<file path="config.mk">
export PLATFORM = sky130hd
export DESIGN_NAME = tank_track_encoder_flat
export DESIGN_NICKNAME = d
export VERILOG_FILES = /design/src/rtl/tank_track_encoder_pkg.sv /design/src/rtl/tank_track_encoder_if.sv /design/src/rtl/tank_track_encoder_track_fsm.sv /design/src/rtl/tank_track_encoder.sv /design/src/flat_wrapper.sv
export SDC_FILE = /design/constraint.sdc
export NUM_CORES = 1
export LEC_CHECK = 0
export ABC_AREA = 1
export BUFFER_PORTS_ARGS = -buffer_cell sky130_fd_sc_hd__buf_4
export CAP_MARGIN = 25
export CORE_MARGIN = 1.5
export CORE_UTILIZATION = 60
export CTS_CLUSTER_SIZE = 10
export DETAILED_ROUTE_END_ITERATION = 8
export HOLD_SLACK_MARGIN = 0.06
export PLACE_DENSITY = 0.81
export RECOVER_POWER = 25
export SLEW_MARGIN = 40
export SYNTH_ARGS = -nofsm -noshare
export SYNTH_HDL_FRONTEND = slang
export SYNTH_SLANG_ARGS = --single-unit
export TNS_END_PERCENT = 50
</file>
<file path="constraint.sdc">
create_clock -name clk_sys -period 2.22 [get_ports clk_sys]
set_clock_uncertainty 0.2 [all_clocks]
set_input_delay 0.333 -clock clk_sys [delete_from_list [all_inputs] [get_ports clk_sys]]
set_output_delay 0.333 -clock clk_sys [all_outputs]
set_load 0.02 [all_outputs]
</file>
<file path="src/rtl/tank_track_encoder_pkg.sv">
// tank_ctrl_pkg: shared types for the tank track encoder.
//   mode_e       operating mode (value 3 falls back to legacy behaviour)
//   trk_req_e    per-track request produced by the decoder
//   trk_state_e  per-track FSM state
//   trk_pair_t   {W (left), X (right)} request pair for one player
//   decode_dir   joystick nibble + mode + PWM phase -> request pair
package tank_ctrl_pkg;

    typedef enum logic [1:0] {
        MODE_LEGACY    = 2'd0,
        MODE_PWM       = 2'd1,
        MODE_REV_STEER = 2'd2
    } mode_e;

    typedef enum logic [1:0] {
        REQ_OFF = 2'd0,
        REQ_FW  = 2'd1,
        REQ_BK  = 2'd2
    } trk_req_e;

    typedef enum logic [1:0] {
        OFF  = 2'd0,
        FWD  = 2'd1,
        BWD  = 2'd2,
        DEAD = 2'd3
    } trk_state_e;

    // Bit positions inside one player's direction nibble.
    localparam int DIR_UP = 3;
    localparam int DIR_DN = 2;
    localparam int DIR_LT = 1;
    localparam int DIR_RT = 0;

    typedef struct packed {
        trk_req_e w;
        trk_req_e x;
    } trk_pair_t;

    // Every pattern not listed (opposing pairs, three or four bits, none)
    // falls through to neutral.
    function automatic trk_pair_t decode_dir(input logic [3:0] dir,
                                             input logic [1:0] mode,
                                             input logic       pwm_on);
        trk_pair_t r;
        logic      pwm;
        logic      rev;
        trk_req_e  inner_fw;
        trk_req_e  inner_bk;
        pwm      = (mode == MODE_PWM);
        rev      = (mode == MODE_REV_STEER);
        // Inner track of a diagonal follows the outer track only during the PWM on-phase.
        inner_fw = (pwm && pwm_on) ? REQ_FW : REQ_OFF;
        inner_bk = (pwm && pwm_on) ? REQ_BK : REQ_OFF;
        r.w = REQ_OFF;
        r.x = REQ_OFF;
        case (dir)                   // {up, down, left, right}
            4'b1000: begin r.w = REQ_FW;   r.x = REQ_FW;   end
            4'b1010: begin r.w = inner_fw; r.x = REQ_FW;   end
            4'b1001: begin r.w = REQ_FW;   r.x = inner_fw; end
            4'b0001: begin r.w = REQ_FW;   r.x = REQ_BK;   end
            4'b0101: begin
                // Reverse-steer swaps the rear diagonals so backing up steers like a car.
                if (rev) begin r.w = REQ_OFF; r.x = REQ_BK;   end
                else     begin r.w = REQ_BK;  r.x = inner_bk; end
            end
            4'b0100: begin r.w = REQ_BK;   r.x = REQ_BK;   end
            4'b0110: begin
                if (rev) begin r.w = REQ_BK;   r.x = REQ_OFF; end
                else     begin r.w = inner_bk; r.x = REQ_BK;  end
            end
            4'b0010: begin r.w = REQ_BK;   r.x = REQ_FW;   end
            default: ;
        endcase
        return r;
    endfunction

endpackage

</file>
<file path="src/rtl/tank_track_encoder_if.sv">
// tank_track_encoder_if: control/joystick bus of the tank track encoder.
//   ce          tick enable for debounce, PWM and dead-time counters
//   mode_i      operating mode (tank_ctrl_pkg::mode_e encoding)
//   dir_i       per player p: [4p+3:4p] = {up,down,left,right}, active-high, async
//   trk_fw_n_o  track forward, active-low; bit 2p = W (left), 2p+1 = X (right)
//   trk_bk_n_o  track back, active-low, same bit order
// master = input merge side, slave = encoder.
interface tank_track_encoder_if #(
    parameter int NUM_PLAYERS = 2
);
    logic                     ce;
    logic [1:0]               mode_i;
    logic [4*NUM_PLAYERS-1:0] dir_i;
    logic [2*NUM_PLAYERS-1:0] trk_fw_n_o;
    logic [2*NUM_PLAYERS-1:0] trk_bk_n_o;

    modport master (output ce, mode_i, dir_i, input  trk_fw_n_o, trk_bk_n_o);
    modport slave  (input  ce, mode_i, dir_i, output trk_fw_n_o, trk_bk_n_o);
endinterface

</file>
<file path="src/rtl/tank_track_encoder_track_fsm.sv">
// tank_track_fsm: one track lever (OFF/FWD/BWD/DEAD) with reversal dead-time.
//   clk_sys, Reset_n  clock, async active-low reset
//   ce                tick enable for the dead-time counter
//   req               decoded request for this track
//   fw_n, bk_n        active-low lever outputs; never both low
module tank_track_fsm
    import tank_ctrl_pkg::*;
#(
    parameter int DEAD_TICKS = 2
) (
    input  logic     clk_sys,
    input  logic     Reset_n,
    input  logic     ce,
    input  trk_req_e req,
    output logic     fw_n,
    output logic     bk_n
);
    localparam int            CW        = (DEAD_TICKS < 2) ? 1 : $clog2(DEAD_TICKS + 1);
    localparam logic [CW-1:0] DEAD_LOAD = CW'(DEAD_TICKS);

    trk_state_e    state, state_nxt;
    logic [CW-1:0] dead_cnt, dead_cnt_nxt;

    always_ff @(posedge clk_sys or negedge Reset_n) begin
        if (!Reset_n) begin
            state    <= OFF;
            dead_cnt <= '0;
        end else begin
            state    <= state_nxt;
            dead_cnt <= dead_cnt_nxt;
        end
    end

    always_comb begin
        state_nxt    = state;
        dead_cnt_nxt = dead_cnt;
        case (state)
            OFF: begin
                if (req == REQ_FW)      state_nxt = FWD;
                else if (req == REQ_BK) state_nxt = BWD;
            end
            FWD: begin
                if (req == REQ_OFF) state_nxt = OFF;
                else if (req == REQ_BK) begin
                    if (DEAD_TICKS > 0) begin
                        state_nxt    = DEAD;
                        dead_cnt_nxt = DEAD_LOAD;
                    end else begin
                        state_nxt = BWD;
                    end
                end
            end
            BWD: begin
                if (req == REQ_OFF) state_nxt = OFF;
                else if (req == REQ_FW) begin
                    if (DEAD_TICKS > 0) begin
                        state_nxt    = DEAD;
                        dead_cnt_nxt = DEAD_LOAD;
                    end else begin
                        state_nxt = FWD;
                    end
                end
            end
            DEAD: begin
                // Releasing the lever cancels the dead-time at once. Otherwise the
                // tick that would bring the counter to zero is the exit tick, so the
                // track stays dark for exactly DEAD_TICKS ce ticks.
                if (req == REQ_OFF) state_nxt = OFF;
                else if (ce) begin
                    if (dead_cnt <= CW'(1)) state_nxt = (req == REQ_FW) ? FWD : BWD;
                    else                    dead_cnt_nxt = dead_cnt - 1'b1;
                end
            end
            default: state_nxt = OFF;
        endcase
    end

    assign fw_n = (state != FWD);
    assign bk_n = (state != BWD);

endmodule

</file>
<file path="src/rtl/tank_track_encoder.sv">
// tank_track_encoder: joystick directions -> two-lever tank track controls.
//   clk_sys   system clock
//   Reset_n   async active-low reset; forces all outputs inactive (1)
//   bus       tank_track_encoder_if.slave: ce, mode_i, dir_i in; trk_fw_n_o, trk_bk_n_o out
// Path: 2-FF sync -> per-player debounce -> registered decode -> per-track FSM.
module tank_track_encoder
    import tank_ctrl_pkg::*;
#(
    parameter int NUM_PLAYERS = 2,
    parameter int DEB_W       = 4,
    parameter int DEB_TICKS   = 3,
    parameter int PWM_W       = 4,
    parameter int PWM_DUTY    = 8,
    parameter int DEAD_TICKS  = 2
) (
    input logic                  clk_sys,
    input logic                  Reset_n,
    tank_track_encoder_if.slave  bus
);
    localparam int               DIR_W = 4 * NUM_PLAYERS;
    localparam logic [PWM_W:0]   DUTY  = (PWM_W + 1)'(PWM_DUTY);

    logic [DIR_W-1:0]         dir_s1, dir_s2;
    logic [PWM_W-1:0]         pwm_cnt;
    logic                     pwm_on;
    logic [2*NUM_PLAYERS-1:0] fw_n, bk_n;

    always_ff @(posedge clk_sys or negedge Reset_n) begin
        if (!Reset_n) begin
            dir_s1 <= '0;
            dir_s2 <= '0;
        end else begin
            dir_s1 <= bus.dir_i;
            dir_s2 <= dir_s1;
        end
    end

    // Shared by all players so every inner track pulses in phase.
    always_ff @(posedge clk_sys or negedge Reset_n) begin
        if (!Reset_n)    pwm_cnt <= '0;
        else if (bus.ce) pwm_cnt <= pwm_cnt + 1'b1;
    end

    assign pwm_on = ({1'b0, pwm_cnt} < DUTY);

    for (genvar p = 0; p < NUM_PLAYERS; p++) begin : g_plr
        logic [3:0] acc;
        trk_pair_t  dec_q;

        if (DEB_TICKS == 0) begin : g_nodeb
            always_ff @(posedge clk_sys or negedge Reset_n) begin
                if (!Reset_n) acc <= '0;
                else          acc <= dir_s2[4*p +: 4];
            end
        end else begin : g_deb
            localparam logic [DEB_W-1:0] DEB_LAST = DEB_W'(DEB_TICKS - 1);
            logic [3:0]       cand;
            logic [DEB_W-1:0] cnt;

            // The reload edge itself counts as the first stable tick when ce is high.
            always_ff @(posedge clk_sys or negedge Reset_n) begin
                if (!Reset_n) begin
                    cand <= '0;
                    cnt  <= '0;
                    acc  <= '0;
                end else if (dir_s2[4*p +: 4] != cand) begin
                    cand <= dir_s2[4*p +: 4];
                    cnt  <= bus.ce ? DEB_W'(1) : '0;
                end else if (bus.ce && cand != acc) begin
                    if (cnt >= DEB_LAST) acc <= cand;
                    else                 cnt <= cnt + 1'b1;
                end
            end
        end

        always_ff @(posedge clk_sys or negedge Reset_n) begin
            if (!Reset_n) dec_q <= '{w: REQ_OFF, x: REQ_OFF};
            else          dec_q <= decode_dir(acc, bus.mode_i, pwm_on);
        end

        tank_track_fsm #(.DEAD_TICKS(DEAD_TICKS)) u_trk_w (
            .clk_sys (clk_sys),
            .Reset_n (Reset_n),
            .ce      (bus.ce),
            .req     (dec_q.w),
            .fw_n    (fw_n[2*p]),
            .bk_n    (bk_n[2*p])
        );

        tank_track_fsm #(.DEAD_TICKS(DEAD_TICKS)) u_trk_x (
            .clk_sys (clk_sys),
            .Reset_n (Reset_n),
            .ce      (bus.ce),
            .req     (dec_q.x),
            .fw_n    (fw_n[2*p+1]),
            .bk_n    (bk_n[2*p+1])
        );
    end

    assign bus.trk_fw_n_o = fw_n;
    assign bus.trk_bk_n_o = bk_n;

endmodule
</file>
<file path="src/flat_wrapper.sv">
// flat-port wrapper written by rule: the top's interface ports become plain ports
module tank_track_encoder_flat import tank_ctrl_pkg::*;
#(
    parameter int NUM_PLAYERS = 2,
    parameter int DEB_W       = 4,
    parameter int DEB_TICKS   = 3,
    parameter int PWM_W       = 4,
    parameter int PWM_DUTY    = 8,
    parameter int DEAD_TICKS  = 2
)
  (clk_sys, Reset_n, bus_ce, bus_mode_i, bus_dir_i, bus_trk_fw_n_o, bus_trk_bk_n_o);
  tank_track_encoder_if #(.NUM_PLAYERS(NUM_PLAYERS)) bus_i ();
  input logic clk_sys;
  input logic Reset_n;
  input wire logic [$bits(bus_i.ce)-1:0] bus_ce;
  input wire logic [$bits(bus_i.mode_i)-1:0] bus_mode_i;
  input wire logic [$bits(bus_i.dir_i)-1:0] bus_dir_i;
  output wire logic [$bits(bus_i.trk_fw_n_o)-1:0] bus_trk_fw_n_o;
  output wire logic [$bits(bus_i.trk_bk_n_o)-1:0] bus_trk_bk_n_o;
  assign bus_i.ce = bus_ce;
  assign bus_i.mode_i = bus_mode_i;
  assign bus_i.dir_i = bus_dir_i;
  assign bus_trk_fw_n_o = bus_i.trk_fw_n_o;
  assign bus_trk_bk_n_o = bus_i.trk_bk_n_o;
  tank_track_encoder #(.NUM_PLAYERS(NUM_PLAYERS), .DEB_W(DEB_W), .DEB_TICKS(DEB_TICKS), .PWM_W(PWM_W), .PWM_DUTY(PWM_DUTY), .DEAD_TICKS(DEAD_TICKS)) u_core (.clk_sys(clk_sys), .Reset_n(Reset_n), .bus(bus_i));
endmodule
</file>
==> impl_results.md <==
- Critical R2R Launch: u_core.g_plr[0].u_trk_w.state[1]
- Die area: between 0.007 and 0.008 sq mm
- Min cycle time layout: roughly 1.8 ns
- CTS Buf Count: 9
- Root Buffer: clkbuf_8
- TritonCTS clock tree: done
- Max transition margin: between 30% and 40%
- Routed length per instance: 11.1 microns
- Die H: roughly 86 microns
- Largest family of logic cells by synthesized area: simple AND/OR/NAND/NOR gates
- Post-Synthesis Cells: ~520
- Hold buffer count at cts: 9
- Sequential cell area fraction in the yosys report: 41.4%
- RR Endpoint: u_core.g_plr[0].u_trk_w.dead_cnt[0]
- Post-CTS Resized: 0
- Mux cell area share after synthesis: 0%
- R2R cell count: 7
- Pleak: 2.43 nW
- DR vias: roughly 3.1k
- Initial drt markers: 143
- Post-Synth Adder-Cell Area: a little over an eighth
- Finished Layout Cells: a little over 600
- Fin. Hold Viols: 0
- Setup slack after layout: around 0.40 ns
- Clk pwr share: 19.7%
- Max Slew Vio Count: 0
- Die X: approximately 86 microns
- Hold Path Sink: u_core.pwm_cnt[0]
- Worst slack, placed: around 0.55 ns
- Mapped Avg Cell Area: ~7.9 sq um
- Total grt overflow: 0
- Worst hold stages: 2
- Worst Path Max Fanout: 4
- Endpoints failing setup: 0
- NetSw: 1.70 mW
- Setup Buffers After CTS: 0
- Part of the power in registers: roughly 39%
- Worst-Margin Slew: around 0.97 ns
- Largest net degree at the start of global routing: 40
- Hold_sp: bus_ce
- Layout Area Growth over Synthesis: 10.2%
- DR DRC count: 0
- Share of cells above drive strength 1: between 10% and 20%
- Synth Register Bits: 68
- WP data arrival: between 1 and 1.5 ns
- Main synth FF type: dfrtp_1
- Synth async-reset ratio: 100%
- Reg-to-reg setup timing slack: 0.52 ns
- Input/output buffers: 20
- Post-synthesis xor/xnor area fraction: roughly 1.5%
- Synthesized area: just over 0.004 sq mm
- TNS Setup: 0 ns
- TritonRoute pass-1 iters: 4
- First-pass GRT wire length: 12600 microns
- Routed WL: between 6000 and 7000 microns
- Placed cells: 599
- Synth warn: 0
- Detail Placement HPWL: 5280 microns
- Htree depth: 3
- Antenna Cells: 0
- Power Density: ~950 mW/mm^2
- Comb power frac: between 40% and 50%
- WP data required: between 1.5 and 2 ns
- Setup crit end kind: output pin
- # rows: 29
- Post-synth EDFFs: 0
- Core Box Area: between 0.006 and 0.007 sq mm
- Sw frac: 39.8%
- CTS max path bufs: 2
- RSZ-0062 raised after global routing: no
- Compound-Gate Fraction of Synth Area: 8.07%
- WHS: roughly 0.12 ns
- Final core occ: around 70%
- Antenna Violating Nets Remaining: 0
- IO Count: 21
- # Max-Cap Violations: 0
- Status: completed
- Hold crit path type: input pin to register
- Filler Cell Count: around 510
- Initial antenna violation count: 0
- Starting Density: 63.2%
- Simple-gate portion of the synthesized area: about a quarter
- Clk sinks: 68
- CP Class: register to output pin
- Worst vdd ir: about 0.47 mV
- Max frequency: 0.549 GHz
- Final #Nets: 600
- Period utilization: between 80 and 90%
- Synth cell types: 31
- Critical Path Source Type: register
- Final GP Congestion: roughly 0.92
- Vias in the first global route: 3044
- Clock Latency Late Sink: 0.34 ns
- All-layer global routing usage: between 20% and 30%
- Pint: roughly 2.6 mW
- Syn Nets: roughly 580
- Reg clk slew, reported paths: approximately 0.070 ns
- Vias/cell: 5.03
[how the worst max path moves through the flow]
stage | startpoint | endpoint | slack (ns)
global placement | u_core.g_plr[1].u_trk_x.state[0] | u_core.g_plr[1].u_trk_x.dead_cnt[0] | 0.60
detailed placement | bus_ce | u_core.g_plr[1].u_trk_x.dead_cnt[0] | 0.55
finish | u_core.g_plr[0].u_trk_w.state[0] | bus_trk_bk_n_o[0] | 0.40
floorplan | u_core.g_plr[0].g_deb.cnt[1] | u_core.g_plr[0].g_deb.cnt[1] | 0.68
CTS | u_core.g_plr[0].u_trk_w.state[0] | bus_trk_bk_n_o[0] | 0.39
global route | u_core.g_plr[1].u_trk_w.state[0] | u_core.g_plr[1].u_trk_w.dead_cnt[1] | 0.31
[power groups by stage]
| stage | Sequential (mW) | Clock [mW] | Combinational (mW) |
|---|---|---|---|
| detailed placement | 1.70 | 0 | 1.74 |
| global route | 1.72 | 0.915 | 2.06 |
| finish | 1.68 | 0.843 | 1.76 |
| CTS | 1.68 | 0.862 | 1.77 |
| global placement | 1.69 | 0 | 1.68 |
| floorplan | 1.65 | 0 | 1.42 |
[worst max-delay path, cell delays in order (launching register included)]
cell and delay [ns]:
dfrtp_1 0.40, inv_1 0.10, ha_1 0.22, inv_1 0.09, buf_4 0.14
[per-layer routing]
| metal | track usage [%] | wire [microns] |
|---|---|---|
| met5 | 0 | 0 |
| met4 | 7.33 | 65 |
| met3 | 4.14 | 226 |
| met1 | 27.4 | 3360 |
| met2 | 36.1 | 3260 |
[cells in the mapped netlist (2+ instances only)]
cell      number  area, sq um
nor3_1         2         10.0
nand2_2        3         18.8
o21a_1         2         15.0
nor2_1        45          169
xor2_1         5         43.8
nand3b_1       3         22.5
nand2_1      132          495
or2_2          4         25.0
nand3_1       25          125
dfrtp_1       68         1700
a22oi_1        2         15.0
nand2_4        2         22.5
a21oi_1       10         50.1
o22ai_1        5         31.3
o21ai_0       36          180
buf_4          9         67.6
nand4_1        8         50.1
inv_2          7         26.3
clkbuf_1       8         30.0
o21bai_1       2         15.0
ha_1          45          563
nand3_2        2         20.0
inv_1         80          300
nor2_2         4         25.0
xnor2_1        2         17.5
[kinds of logic after synthesis]
| logic type | Yosys count |
|---|---|
| simple gates | 232 |
| buf+inv | 105 |
| flops | 68 |
| compound gates | 60 |
| fa+ha+maj | 45 |
| xor+xnor | 7 |
[cell usage in the layout, fill, tap and decap left out, types with 7 or more instances in the layout]
| master | count |
|---|---|
| a21oi_1 | 10 |
| clkbuf_8 | 10 |
| inv_1 | 80 |
| dfrtp_1 | 68 |
| o21ai_0 | 36 |
| buf_4 | 12 |
| ha_1 | 45 |
| nand2_1 | 132 |
| dlygate4sd3_1 | 9 |
| clkbuf_4 | 8 |
| nor2_1 | 45 |
| inv_2 | 7 |
| nand4_1 | 8 |
| nand3_1 | 25 |
[sequential cells by signal, indices dropped and copies added, names as in the netlist, 8 cells and up]
signal and cells:
u_core.dir_s1 8, u_core.dir_s2 8, u_core.g_plr.acc 8, u_core.g_plr.dec_q 8, u_core.g_plr.g_deb.cand 8, u_core.g_plr.g_deb.cnt 8
[stage by stage]
step                      power [mW]  instance area [sq um]
final                           4.29                   4530
after global routing            4.69                   4530
after CTS                       4.31                   4530
after detailed placement        3.45                   4280
after global placement          3.37                   4280
after floorplan                 3.07                   4110
[final cells by class]
class / instances / area, sq um / area share [%]
tap: 77 / 96.3 / 2.13
clock inverter: 3 / 15.0 / 0.332
sequential: 68 / 1700 / 37.6
inverter: 88 / 330 / 7.29
clock buffer: 11 / 141 / 3.12
multi-input combinational: 344 / 1980 / 43.7
timing repair buffer: 31 / 265 / 5.86
Power figures use the tool's default switching activity.
